--- src/rtl/pwm_deadtime_driver_if.sv ---
// Handshake bundle between the PID controller and the PWM output stage.
// Master drives enable and duty command; slave returns gate drives and status.
interface pwm_deadtime_driver_if;
  logic       en;
  logic [7:0] duty_in;
  logic       pwm_hi;
  logic       pwm_lo;
  logic [7:0] duty_active;
  logic       period_start;

  modport master (
    output en,
    output duty_in,
    input  pwm_hi,
    input  pwm_lo,
    input  duty_active,
    input  period_start
  );

  modport slave (
    input  en,
    input  duty_in,
    output pwm_hi,
    output pwm_lo,
    output duty_active,
    output period_start
  );
endinterface

--- src/rtl/pwm_deadtime_driver.sv ---
// Complementary PWM gate driver with dead time and per-period slew limit.
// Duty command is latched only at period boundaries.
module pwm_deadtime_driver #(
  parameter int DIV  = 1,
  parameter int DEAD = 4,
  parameter int SLEW = 8
) (
  input logic                   clk,
  input logic                   rst_n,
  pwm_deadtime_driver_if.slave  bus
);

  typedef enum logic [1:0] {
    S_IDLE,
    S_ON_HI,
    S_ON_LO,
    S_DEAD
  } state_t;

  localparam logic [7:0] PRE_MAX = 8'(DIV - 1);
  localparam logic [7:0] DC_LOAD = 8'((DEAD > 0) ? DEAD - 1 : 0);
  localparam logic [8:0] SLEW9   = 9'(SLEW);
  localparam logic [7:0] SLEW8   = 8'(SLEW);

  logic [7:0] r_pre;
  logic [7:0] r_cnt;
  logic [7:0] r_duty;
  logic [7:0] r_dc;
  logic       r_raw;
  logic       r_hi;
  logic       r_lo;
  state_t     r_state;

  logic       w_tick;
  logic       w_ps;
  logic       w_raw;
  logic [8:0] w_a;
  logic [8:0] w_d;
  logic [7:0] w_duty_nxt;

  assign w_tick = bus.en && (r_pre == PRE_MAX);
  assign w_ps   = rst_n && bus.en &&
                  (r_cnt == 8'd0) && (r_pre == 8'd0);
  assign w_raw  = (r_cnt < r_duty);
  assign w_a    = {1'b0, r_duty};
  assign w_d    = {1'b0, bus.duty_in};

  // Slew-limited next duty, evaluated in 9 bits so nothing wraps.
  always_comb begin
    w_duty_nxt = bus.duty_in;
    if (SLEW != 0) begin
      if (w_d > w_a + SLEW9)
        w_duty_nxt = r_duty + SLEW8;
      else if (w_d + SLEW9 < w_a)
        w_duty_nxt = r_duty - SLEW8;
    end
  end

  // Prescaler and 255-tick period counter; both cleared while disabled.
  always_ff @(posedge clk or negedge rst_n) begin
    if (!rst_n) begin
      r_pre <= 8'd0;
      r_cnt <= 8'd0;
    end else if (!bus.en) begin
      r_pre <= 8'd0;
      r_cnt <= 8'd0;
    end else if (w_tick) begin
      r_pre <= 8'd0;
      r_cnt <= (r_cnt == 8'd254) ? 8'd0 : r_cnt + 8'd1;
    end else begin
      r_pre <= r_pre + 8'd1;
    end
  end

  // Applied duty moves only at a period start.
  always_ff @(posedge clk or negedge rst_n) begin
    if (!rst_n)
      r_duty <= 8'd0;
    else if (w_ps)
      r_duty <= w_duty_nxt;
  end

  // Gate FSM with registered outputs; dead window restarts if raw moves.
  always_ff @(posedge clk or negedge rst_n) begin
    if (!rst_n) begin
      r_state <= S_IDLE;
      r_dc    <= 8'd0;
      r_raw   <= 1'b0;
      r_hi    <= 1'b0;
      r_lo    <= 1'b0;
    end else begin
      r_raw <= w_raw;
      if (!bus.en) begin
        r_state <= S_IDLE;
        r_dc    <= 8'd0;
        r_hi    <= 1'b0;
        r_lo    <= 1'b0;
      end else begin
        unique case (r_state)
          S_IDLE: begin
            if (DEAD == 0) begin
              r_state <= w_raw ? S_ON_HI : S_ON_LO;
              r_hi    <= w_raw;
              r_lo    <= !w_raw;
            end else begin
              r_state <= S_DEAD;
              r_dc    <= DC_LOAD;
            end
          end
          S_ON_HI: begin
            if (!w_raw) begin
              r_hi <= 1'b0;
              if (DEAD == 0) begin
                r_state <= S_ON_LO;
                r_lo    <= 1'b1;
              end else begin
                r_state <= S_DEAD;
                r_dc    <= DC_LOAD;
              end
            end
          end
          S_ON_LO: begin
            if (w_raw) begin
              r_lo <= 1'b0;
              if (DEAD == 0) begin
                r_state <= S_ON_HI;
                r_hi    <= 1'b1;
              end else begin
                r_state <= S_DEAD;
                r_dc    <= DC_LOAD;
              end
            end
          end
          S_DEAD: begin
            if (w_raw != r_raw) begin
              r_dc <= DC_LOAD;
            end else if (r_dc == 8'd0) begin
              r_state <= w_raw ? S_ON_HI : S_ON_LO;
              r_hi    <= w_raw;
              r_lo    <= !w_raw;
            end else begin
              r_dc <= r_dc - 8'd1;
            end
          end
          default: begin
            r_state <= S_IDLE;
            r_hi    <= 1'b0;
            r_lo    <= 1'b0;
          end
        endcase
      end
    end
  end

  assign bus.pwm_hi       = r_hi;
  assign bus.pwm_lo       = r_lo;
  assign bus.duty_active  = r_duty;
  assign bus.period_start = w_ps;

endmodule

--- src/flat_wrapper.sv ---
// flat-port wrapper written by rule: the top's interface ports become plain ports
module pwm_deadtime_driver_flat 
#(
  parameter int DIV  = 1,
  parameter int DEAD = 4,
  parameter int SLEW = 8
)
  (clk, rst_n, bus_en, bus_duty_in, bus_pwm_hi, bus_pwm_lo, bus_duty_active, bus_period_start);
  pwm_deadtime_driver_if bus_i ();
  input logic clk;
  input logic rst_n;
  input wire logic [$bits(bus_i.en)-1:0] bus_en;
  input wire logic [$bits(bus_i.duty_in)-1:0] bus_duty_in;
  output wire logic [$bits(bus_i.pwm_hi)-1:0] bus_pwm_hi;
  output wire logic [$bits(bus_i.pwm_lo)-1:0] bus_pwm_lo;
  output wire logic [$bits(bus_i.duty_active)-1:0] bus_duty_active;
  output wire logic [$bits(bus_i.period_start)-1:0] bus_period_start;
  assign bus_i.en = bus_en;
  assign bus_i.duty_in = bus_duty_in;
  assign bus_pwm_hi = bus_i.pwm_hi;
  assign bus_pwm_lo = bus_i.pwm_lo;
  assign bus_duty_active = bus_i.duty_active;
  assign bus_period_start = bus_i.period_start;
  pwm_deadtime_driver #(.DIV(DIV), .DEAD(DEAD), .SLEW(SLEW)) u_core (.clk(clk), .rst_n(rst_n), .bus(bus_i));
endmodule
--- config.mk ---
export PLATFORM = sky130hd
export DESIGN_NAME = pwm_deadtime_driver_flat
export DESIGN_NICKNAME = d
export VERILOG_FILES = /design/src/rtl/pwm_deadtime_driver_if.sv /design/src/rtl/pwm_deadtime_driver.sv /design/src/flat_wrapper.sv
export SDC_FILE = /design/constraint.sdc
export NUM_CORES = 1
export LEC_CHECK = 0
export ABC_CLOCK_PERIOD_IN_PS = 3100
export CORE_MARGIN = 8
export CORE_UTILIZATION = 59
export DETAILED_ROUTE_END_ITERATION = 10
export PLACE_DENSITY = 0.85
export SYNTH_ARGS = -nofsm -noshare
export SYNTH_HDL_FRONTEND = slang
export SYNTH_SLANG_ARGS = --single-unit
--- constraint.sdc ---
create_clock -name clk -period 3.1 [get_ports clk]
set_input_delay 0.31 -clock clk [delete_from_list [all_inputs] [get_ports clk]]
set_output_delay 0.31 -clock clk [all_outputs]
set_load 0.02 [all_outputs]
==> flow_metrics.py, run 1 <==
metrics = {
    "worst_setup_path": {
        "path_class": "reg2reg",
        "rr_worst_depth": 11,
        "crit_buf_inv": 2,
        "crit_path_start": "u_core.bus.duty_active[5]$_DFFE_PN0P_",
        "cp_slowest_cell": "o21ai_0",
        "cp.depth": 11,
        "critPathCapture": "u_core.bus.duty_active[2]$_DFFE_PN0P_",
        "start_kind": "flop",
        "critPathMaxFanout": 6,
        "crit_path_max_incr_delay_ns": 0.50,
        "rrSetupSlack_ns": 0.29,
        "crit_arrival_ns": 2.98,
        "worstPathRequired_ns": 3.28,
        "crit-reg2reg-launch": "u_core.bus.duty_active[5]$_DFFE_PN0P_",
        "crit_family": "compound AO/OA/AOI/OAI gates",
        "endpoint_kind": "flop",
        "crit_chain": "buf_4, nand3_1, inv_1, nor2_1, nor2_1, ha_1, a211oi_1, o21ai_0, o21ai_0, nand3_1, mux2_2",
        "worstReg2RegEnd": "u_core.bus.duty_active[2]$_DFFE_PN0P_",
    },
    "sta": {
        "min_period_ns": 2.81,
        "worst_slew_pin_slew_ns": 1.17,
        "slew_headroom": 0.214,
        "drv_slew": 0,
        "finalHoldViolCount": 0,
        "setup_tns_ns": 0,
        "clock.fmax_mhz": 356,
        "rsz0062_at_grt": "false",
        "setup_viol": 0,
        "skew_ns": 0.00824,
        "min_period_over_period": 0.905,
        "holdWs_ns": 0.0911,
    },
    "logic_synthesis": {
        "syn_area_mm2": 0.00272,
        "synth_top_area_share": 0.341,
        "syn_nets": 344,
        "yosys_warnings": 0,
        "synth_ff_type": "dfrtp_1",
        "syn_avg_cell_area_um2": 8.96,
        "synth_edf_count": 0,
        "async_flop_share": 1.00,
        "ys_types": 46,
        "ys_seq_elements": 37,
        "yosys-top-cells-area": "dfrtp_1, ha_1, nand3_1",
        "synth_cells": 303,
        "synth_top_area_cell": "dfrtp_1",
        "synth_seq_area_share": 0.341,
    },
    "clock_tree": {
        "h-tree-depth": 2,
        "cts_setup_buffers": 0,
        "tritoncts": "built",
        "clk_latency_ns": 0.29,
        "cts_hold_buf": 0,
        "clkTransAtPathRegs_ns": 0.07,
        "cts_inserted_buffers": 5,
        "ctsResizeCount": 0,
        "root_buffer": "clkbuf_8",
        "clock_tree.buffer_depth": 2,
        "clock_sinks": 37,
    },
    "finish": {
        "nets": 373,
        "seqCellArea_um2": 926,
        "instances_no_fill": 384,
        "filler_cell_count": 354,
        "final_util": 0.711,
        "drive_above_1_share": 0.0813,
        "syn2layout_area_growth_pct": 14.8,
        "diodes": 0,
        "multi_input_area_mm2": 0.00164,
    },
    "drt": {
        "vias": 2381,
        "wl_um": 6170,
        "firstDrtPassIters": 4,
        "drt_iter0_drc": 118,
        "route.detailed.drc": 0,
        "drt-vias-per-instance": 6.20,
        "avgRoutedWirePerCell_um": 16.1,
        "antenna_left": 0,
    },
    "job": {
        "maxCapViolCount": 0,
    },
    "placed_design": {
        "globalplace.congestion": 0.903,
        "place_inst": 377,
        "port_buffers": 21,
        "hpwl_um": 4520,
    },
    "hold_path": {
        "hp-class": "in2async",
    },
    "floorplan": {
        "num_io_pins": 22,
        "coreArea_mm2": 0.00438,
        "dieArea_mm2": 0.00703,
        "die_y_um": 83.9,
        "rows": 24,
        "die_x_um": 83.9,
        "start_util": 0.620,
    },
    "power_and_ir_drop": {
        "p_per_area_mw_per_mm2": 627,
        "p_leak_nw": 1.48,
        "vdd_ir_drop_max_uv": 284,
    },
    "global_routing": {
        "grt_max_degree": 38,
        "grt_overflow": 0,
        "grt_antenna_before_repair": 0,
        "grt_usage": 0.181,
        "grt_pass1_vias": 2406,
        "grt_pass1_wl_um": 10900,
    },
    "run_status": {
        "outcome": "completed",
    },
}
sequential cells by signal, summed over array words and instances, names as in the netlist:
name,count
u_core.bus.duty_active,8
u_core.bus.pwm_hi,1
u_core.bus.pwm_lo,1
u_core.r_cnt,8
u_core.r_dc,8
u_core.r_pre,8
u_core.r_raw,1
u_core.r_state,2
cell usage in the layout, fill, tap and decap left out, types with 5 or more instances in the layout:
master / n
nand3_1: 23
inv_1: 25
nor2_1: 20
a21o_1: 5
nand2_1: 21
dfrtp_1: 37
buf_4: 11
a21oi_1: 7
mux2_2: 5
o21ai_0: 20
ha_1: 30
clkbuf_8: 5
nor3_1: 5
and3_1: 10
a211oi_1: 5
xnor2_1: 9
nand4_1: 7
mux2i_1: 9
clkdlybuf4s50_1: 20
o22ai_1: 5
xor2_1: 7
worst reg2reg max path, cell delays in order, from the launching register on:
cell and delay [ns]:
dfrtp_1 0.38, buf_4 0.16, nand3_1 0.12, inv_1 0.08, nor2_1 0.13, nor2_1 0.07, ha_1 0.31, a211oi_1 0.21
o21ai_0 0.17, o21ai_0 0.50, nand3_1 0.25, mux2_2 0.32
how the worst min path moves through the flow:
| stage | start | to | slack, ns | depth (start not counted) |
|---|---|---|---|---|
| 6_report | rst_n | u_core.r_cnt[6]$_DFFE_PN0P_ | 0.09 | 2 |
| 5_1_grt | rst_n | u_core.r_cnt[2]$_DFFE_PN0P_ | 0.12 | 2 |
| 4_1_cts | rst_n | u_core.r_cnt[6]$_DFFE_PN0P_ | 0.11 | 2 |
| 3_5_place_dp | rst_n | u_core.r_pre[5]$_DFF_PN0_ | 0.42 | 2 |
| 3_3_place_gp | rst_n | u_core.r_cnt[6]$_DFFE_PN0P_ | 0.42 | 2 |
| 2_1_floorplan | rst_n | u_core.bus.duty_active[0]$_DFFE_PN0P_ | 0.01 | 0 |
stage by stage:
step | area, um^2 | setup WS [ns] | total power, mW
global placement | 3010 | 0.203 | 1.52
detailed placement | 3010 | 0.0864 | 1.55
finish | 3120 | 0.293 | 1.96
floorplan | 2720 | 0.387 | 1.24
global route | 3120 | 0.0207 | 2.11
CTS | 3120 | 0.362 | 1.96
Yosys cell counts (2+ instances only):
| cell | count |
|---|---|
| nand3_1 | 23 |
| clkbuf_1 | 6 |
| o22ai_1 | 5 |
| buf_2 | 2 |
| a31oi_1 | 3 |
| nand2_1 | 21 |
| nand2b_1 | 3 |
| nor2_1 | 20 |
| inv_1 | 25 |
| buf_6 | 2 |
| a21oi_1 | 7 |
| a211oi_1 | 5 |
| and3_1 | 10 |
| o21a_1 | 2 |
| xnor2_1 | 9 |
| mux2_2 | 5 |
| ha_1 | 30 |
| and4_1 | 2 |
| o2111ai_1 | 2 |
| a21o_1 | 5 |
| nand4_1 | 7 |
| or3_1 | 3 |
| o21ai_0 | 20 |
| o311ai_0 | 2 |
| mux2i_1 | 9 |
| o41ai_1 | 3 |
| xor2_1 | 7 |
| nor4_1 | 3 |
| dfrtp_1 | 37 |
| nor2b_1 | 3 |
| o221ai_1 | 2 |
| nor3_1 | 5 |
| o211ai_1 | 2 |
cells by family (layout without fill, tap and decap cells):
kind of cell,after synthesis,in the layout,synth area share
simple gates,103,103,0.190
compound gates,67,67,0.170
flops,37,37,0.341
buf+inv,36,65,0.0562
fa+ha+maj,30,30,0.138
xor+xnor,16,16,0.0516
mux,14,14,0.0539
layer usage:
layer / wire length (um) / GRT usage / vias up
li1: - / - / 1169
met1: 2760 / 0.219 / 1135
met2: 3020 / 0.306 / 75
met3: 367 / 0.0508 / 2
met4: 27 / 0.0502 / 0
met5: 0 / 0 / -
final cells by class:
cell class | count | area share
Inverter | 26 | 0.0313
Sequential cell | 37 | 0.297
Tap cell | 52 | 0.0209
Clock buffer | 5 | 0.0221
Clock inverter | 2 | 0.0112
Timing Repair Buffer | 32 | 0.0923
Multi-Input combinational cell | 230 | 0.525
report_power, final:
part           internal (mW)  switching (mW)  total, mW
logic                  0.408           0.523      0.931
registers              0.544          0.0819      0.626
clock network          0.234           0.165      0.398
Note: power is estimated with default switching activity, not from simulation.
==> inputs of run 2 (changes only) <==
- SKIP_CTS_REPAIR_TIMING: unset -> 1
==> results of run 2 <==
Same layout as run 1: the final DEF is identical, and so are final timing and power.
